`src/rtl/elastic_pipe.sv`:
```
`default_nettype none
// ============================================================================
// Module      : elastic_pipe
// Description : Valid/ready pipeline of STAGES register slices with flush,
//               occupancy count and an optional per-slice skid slot.
// Revision    : 1.0 - initial release
// ============================================================================
module elastic_pipe #(
    parameter int DATA_W = 32,
    parameter int STAGES = 1,
    parameter int SKID   = 0
) (
    input  logic                                   clk,
    input  logic                                   rst,
    input  logic                                   flush_i,
    input  logic                                   in_valid_i,
    input  logic [DATA_W-1:0]                      in_data_i,
    output logic                                   in_ready_o,
    output logic                                   out_valid_o,
    output logic [DATA_W-1:0]                      out_data_o,
    input  logic                                   out_ready_i,
    output logic [$clog2(STAGES*(1+SKID)+1)-1:0]   count_o
);

    localparam int c_ST = (STAGES < 1) ? 1 : STAGES;
    localparam int c_CW = $clog2(STAGES*(1+SKID)+1);

    if (STAGES < 1) begin : g_bad_stages
        $error("elastic_pipe: STAGES must be >= 1");
    end

    logic [c_ST-1:0]   r_v;
    logic [DATA_W-1:0] r_d [c_ST];
    logic [c_ST:0]     w_rdy;
    logic [c_ST-1:0]   w_up_v;
    logic [DATA_W-1:0] w_up_d [c_ST];
    logic              w_accept;
    logic              w_emit;
    logic [c_CW-1:0]   r_count;

    // Slice k is fed by slice k-1; slice 0 is fed by the upstream port.
    always_comb begin
        w_up_v[0] = in_valid_i;
        w_up_d[0] = in_data_i;
        for (int k = 1; k < c_ST; k++) begin
            w_up_v[k] = r_v[k-1];
            w_up_d[k] = r_d[k-1];
        end
    end

    if (SKID == 0) begin : g_direct
        always_comb begin : p_ready_chain
            logic w_chain;
            w_chain     = out_ready_i;
            w_rdy[c_ST] = w_chain;
            for (int k = c_ST - 1; k >= 0; k--) begin
                w_chain  = !r_v[k] || w_chain;
                w_rdy[k] = w_chain;
            end
        end

        always_ff @(posedge clk or posedge rst) begin
            if (rst) begin
                r_v <= '0;
                for (int k = 0; k < c_ST; k++) r_d[k] <= '0;
            end else begin
                for (int k = 0; k < c_ST; k++) begin
                    r_v[k] <= flush_i ? 1'b0 : (w_rdy[k] ? w_up_v[k] : r_v[k]);
                    // Data only moves with a valid payload so idle garbage never lands.
                    if (w_rdy[k] && w_up_v[k]) r_d[k] <= w_up_d[k];
                end
            end
        end
    end else begin : g_skid
        logic [c_ST-1:0]   r_sv;
        logic [DATA_W-1:0] r_sd [c_ST];
        logic [c_ST-1:0]   w_push;
        logic [c_ST-1:0]   w_pop;

        always_comb begin
            w_rdy[c_ST] = out_ready_i;
            for (int k = 0; k < c_ST; k++) begin
                w_rdy[k]  = !r_sv[k];
                w_push[k] = w_up_v[k] && !r_sv[k];
                w_pop[k]  = r_v[k] && w_rdy[k+1];
            end
        end

        always_ff @(posedge clk or posedge rst) begin
            if (rst) begin
                r_v  <= '0;
                r_sv <= '0;
                for (int k = 0; k < c_ST; k++) begin
                    r_d[k]  <= '0;
                    r_sd[k] <= '0;
                end
            end else begin
                for (int k = 0; k < c_ST; k++) begin
                    if (flush_i) begin
                        r_v[k]  <= 1'b0;
                        r_sv[k] <= 1'b0;
                    end else if (r_sv[k]) begin
                        // Skid holds the younger entry: it refills main first.
                        if (w_pop[k]) begin
                            r_d[k]  <= r_sd[k];
                            r_sv[k] <= 1'b0;
                        end
                    end else if (w_push[k]) begin
                        if (!r_v[k] || w_pop[k]) begin
                            r_v[k] <= 1'b1;
                            r_d[k] <= w_up_d[k];
                        end else begin
                            r_sv[k] <= 1'b1;
                            r_sd[k] <= w_up_d[k];
                        end
                    end else if (w_pop[k]) begin
                        r_v[k] <= 1'b0;
                    end
                end
            end
        end
    end

    assign w_accept = in_valid_i && w_rdy[0];
    assign w_emit   = r_v[c_ST-1] && out_ready_i;

    always_ff @(posedge clk or posedge rst) begin
        if (rst) begin
            r_count <= '0;
        end else if (flush_i) begin
            r_count <= '0;
        end else begin
            r_count <= r_count + c_CW'(w_accept) - c_CW'(w_emit);
        end
    end

    assign in_ready_o  = w_rdy[0];
    assign out_valid_o = r_v[c_ST-1];
    assign out_data_o  = r_d[c_ST-1];
    assign count_o     = r_count;

endmodule
`default_nettype wire

```
`config.mk`:
```
export PLATFORM = sky130hd
export DESIGN_NAME = elastic_pipe
export DESIGN_NICKNAME = d
export VERILOG_FILES = /design/src/rtl/elastic_pipe.sv
export SDC_FILE = /design/constraint.sdc
export NUM_CORES = 1
export LEC_CHECK = 0
export ABC_AREA = 0
export BUFFER_PORTS_ARGS = -buffer_cell sky130_fd_sc_hd__buf_2
export CAP_MARGIN = 20
export CELL_PAD_IN_SITES_DETAIL_PLACEMENT = 1
export CELL_PAD_IN_SITES_GLOBAL_PLACEMENT = 1
export CORE_MARGIN = 4
export CORE_UTILIZATION = 32
export DETAILED_ROUTE_END_ITERATION = 8
export GPL_TIMING_DRIVEN = 0
export PLACE_DENSITY = 0.78
export SYNTH_ARGS = -nofsm -noshare
export SYNTH_HDL_FRONTEND = slang
export SYNTH_SLANG_ARGS = --single-unit
```
`constraint.sdc`:
```
create_clock -name clk -period 1.1 [get_ports clk]
set_input_delay 0.055 -clock clk [delete_from_list [all_inputs] [get_ports clk]]
set_output_delay 0.055 -clock clk [all_outputs]
set_load 0.02 [all_outputs]
```
==> results.py <==
metrics = {
    "status": {
        "status": "finished with violations",
        "violations": "negative setup slack",
    },
    "timing": {
        "setup_viol_count_final": 31,
        "setup-tns-final_ns": -2.635,
        "max_freq_mhz": 836.1,
        "hold_viol_final": 0,
        "fin_hold_ws_ns": 0.009917,
        "min_period_ns": 1.196,
        "maxSlewHeadroom_pct": 72.41,
        "fin_worst_skew_ns": 0.001796,
        "fin_ws_ns": -0.09602,
        "worstMarginPinSlew_ns": 0.4129,
        "slew_violations": 0,
        "rsz0062_at_grt": "true",
        "finalCritPeriodShare_pct": 108.7,
    },
    "route": {
        "wl_per_cell_um": 16.38,
        "drc": 0,
        "wl_um": 3604,
        "drtIter0Drc": 25,
        "firstDrtPassIters": 4,
        "avgViaCountPerCell": 4.545,
        "ant_nets": 0,
        "dr_total_vias": 1000,
    },
    "finish": {
        "n_fill_cell": 475,
        "layout-drive-gt1-share_pct": 73.21,
        "layout.area.seq_um2": 852.1,
        "multi_input_area_um2": 561.8,
        "final_nets": 205,
        "utilization_pct": 48.14,
        "area_delta_synth_final_pct": 45.06,
        "antenna-diode-count": 0,
    },
    "global_routing": {
        "use_met1_pct": 15.96,
        "antenna_found_initial": 0,
        "grt_max_degree": 19,
        "grt_pass1_wl_um": 5644,
        "grtUsageMet2_pct": 23.11,
        "grtUsageMet3_pct": 4.617,
        "gr-total-overflow": 0,
        "grt_pass1_vias": 1112,
        "busiest_layer": "met2",
        "grtUsageTotal_pct": 13.81,
    },
    "yosys": {
        "synth_compound_area_share_pct": 0.6879,
        "syn_inst": 79,
        "synth_top_family_by_area": "multiplexers",
        "avgSynthCellArea_um2": 18.42,
        "synthDistinctLibCells": 13,
        "syn_area_um2": 1455,
        "synthAdderAreaFrac_pct": 0,
        "ys_seq_area_share_pct": 58.47,
        "synthMuxAreaShare_pct": 32.50,
        "ys.warnings.count": 0,
        "synth_xor_area_share_pct": 0,
        "synth_seq_cells": 34,
        "synth_fp_nets": 116,
        "synth-simple-area-share_pct": 3.697,
    },
    "floorplan": {
        "chipHeight_um": 75.44,
        "core_um2": 4384,
        "rows": 24,
        "die_area_um2": 5690,
        "ioPinCount": 72,
        "die-width_um": 75.44,
        "start_util_pct": 33.19,
    },
    "clock_network": {
        "cts_buffers": 5,
        "cts.path.max_buffers": 2,
        "cts_tree": "done",
        "clk_pin_slew_worst_paths_ns": 0.06,
        "cts-root-buf": "clkbuf_8",
        "clk_latency_ns": 0.28,
        "h-tree-depth": 2,
        "cts.sinks": 34,
    },
    "worst_setup_path": {
        "startpoint": "out_valid_o",
        "rr_worst_depth": 4,
        "cp-start-kind": "flop",
        "r2r_slack_ns": -0.1,
        "reg2reg_to": "out_data_o[15]",
        "critPathSlowestCell": "dfrtp_2",
        "timing.rr.start": "out_valid_o",
        "criticalPathCategory": "reg -> reg",
        "required_ns": 1.26,
        "critPathCaptureType": "flop",
        "cp_max_fo": 10,
        "max_stage_delay_ns": 0.43,
        "path_cells": "nand2b_4 -> nand2_8 -> buf_12 -> mux2_4",
        "cp.arrival_ns": 1.36,
    },
    "worst_hold_path": {
        "hold_class": "in -> reg",
        "hp-start": "in_data_i[9]",
        "hold_end": "out_data_o[9]",
        "whs_path_depth": 2,
    },
    "pwr": {
        "p_leak_nw": 1.105,
        "powerDensity_nw_per_um2": 1517,
        "power.total_mw": 3.202,
        "irDropWorstVdd_mv": 0.7177,
    },
    "run": {
        "cap_violations": 0,
    },
    "placement": {
        "dpl_worst_slack_ns": -0.1146,
        "detailed_place_hpwl_um": 2759,
        "place_congestion": 0.6969,
        "numPortBuffers": 71,
    },
}
[cells in the mapped netlist, drive strengths merged]
master	n	area share (%)
a21oi	1	0.34
and3b	1	0.69
buf	3	4.1
dfrtp	34	58
inv	2	0.52
mux2	32	33
nand2	1	0.77
nand2b	1	0.95
nor2b	1	0.43
nor3	1	0.34
nor3b	1	0.52
o21ai	1	0.34
[area by class of cell]
type                    count  area share, %
repair buffers             82          22.94
flip-flops and latches     34          40.37
inverters                   2         0.5335
well taps                  52          3.082
clock buffers               7          3.616
plain buffers               3          2.845
multi-input cells          40          26.62
[through the flow]
stage	area, um2	cells
2_1_floorplan	1465	79
3_3_place_gp	1886	202
3_5_place_dp	1913	203
4_1_cts	2091	220
5_1_grt	2111	220
6_report	2111	220
[report_power, final]
part	total, mW	switching, mW	internal (mW)
clock	0.843	0.408	0.435
sequential	1.50	0.0910	1.40
combinational	0.863	0.422	0.440
[flip-flops by register name, indices dropped and copies added (netlist names)]
signal	count
count_o	1
out_data_o	32
out_valid_o	1
[cells by family after synthesis]
logic type / after synthesis
AO/OA/AOI/OAI: 2
buffers and inverters: 5
flip-flops: 34
multiplexers: 32
AND/OR/NAND/NOR: 6
[per-layer routing]
metal / up-vias / share of wire (%)
met4: 0 / 1.2
met2: 44 / 54
li1: 448 / -
met1: 503 / 37
met3: 5 / 8.5
met5: - / 0
[worst max-delay path, delay by kind of cell, from the launching register on]
family                 cells  cell delay [ns]
buffers and inverters      1             0.16
DFF                        1             0.43
muxes                      1             0.30
and+or+nand+nor            2             0.19
[how the worst max path moves through the flow]
stage                                end  depth (start not counted)
after global placement       out_valid_o                          2
after detailed placement  out_data_o[29]                          4
final                     out_data_o[15]                          4
after global routing      out_data_o[12]                          4
after floorplan            out_data_o[0]                          4
after CTS                 out_data_o[26]                          4
[cell usage in the layout, fill, tap and decap left out, types with 2 or more instances in the layout]
cell           instances
buf_12                 3
mux2_2                 2
mux2_4                30
clkbuf_8               5
dlygate4sd3_1          8
clkbuf_1               2
buf_4                  2
buf_2                 70
dfrtp_1               33
[timing repair]
action / CTS / global route
hold endpoints to repair: 24 / 0
endpoints found under the setup margin: 30 / 50
gates resized for setup: 2 / 6
setup buffers: 2 / 0
cloned: 0 / 0
hold buffers: 8 / 0
pin swaps: 0 / 1
Note: power is estimated with default switching activity, not from simulation.
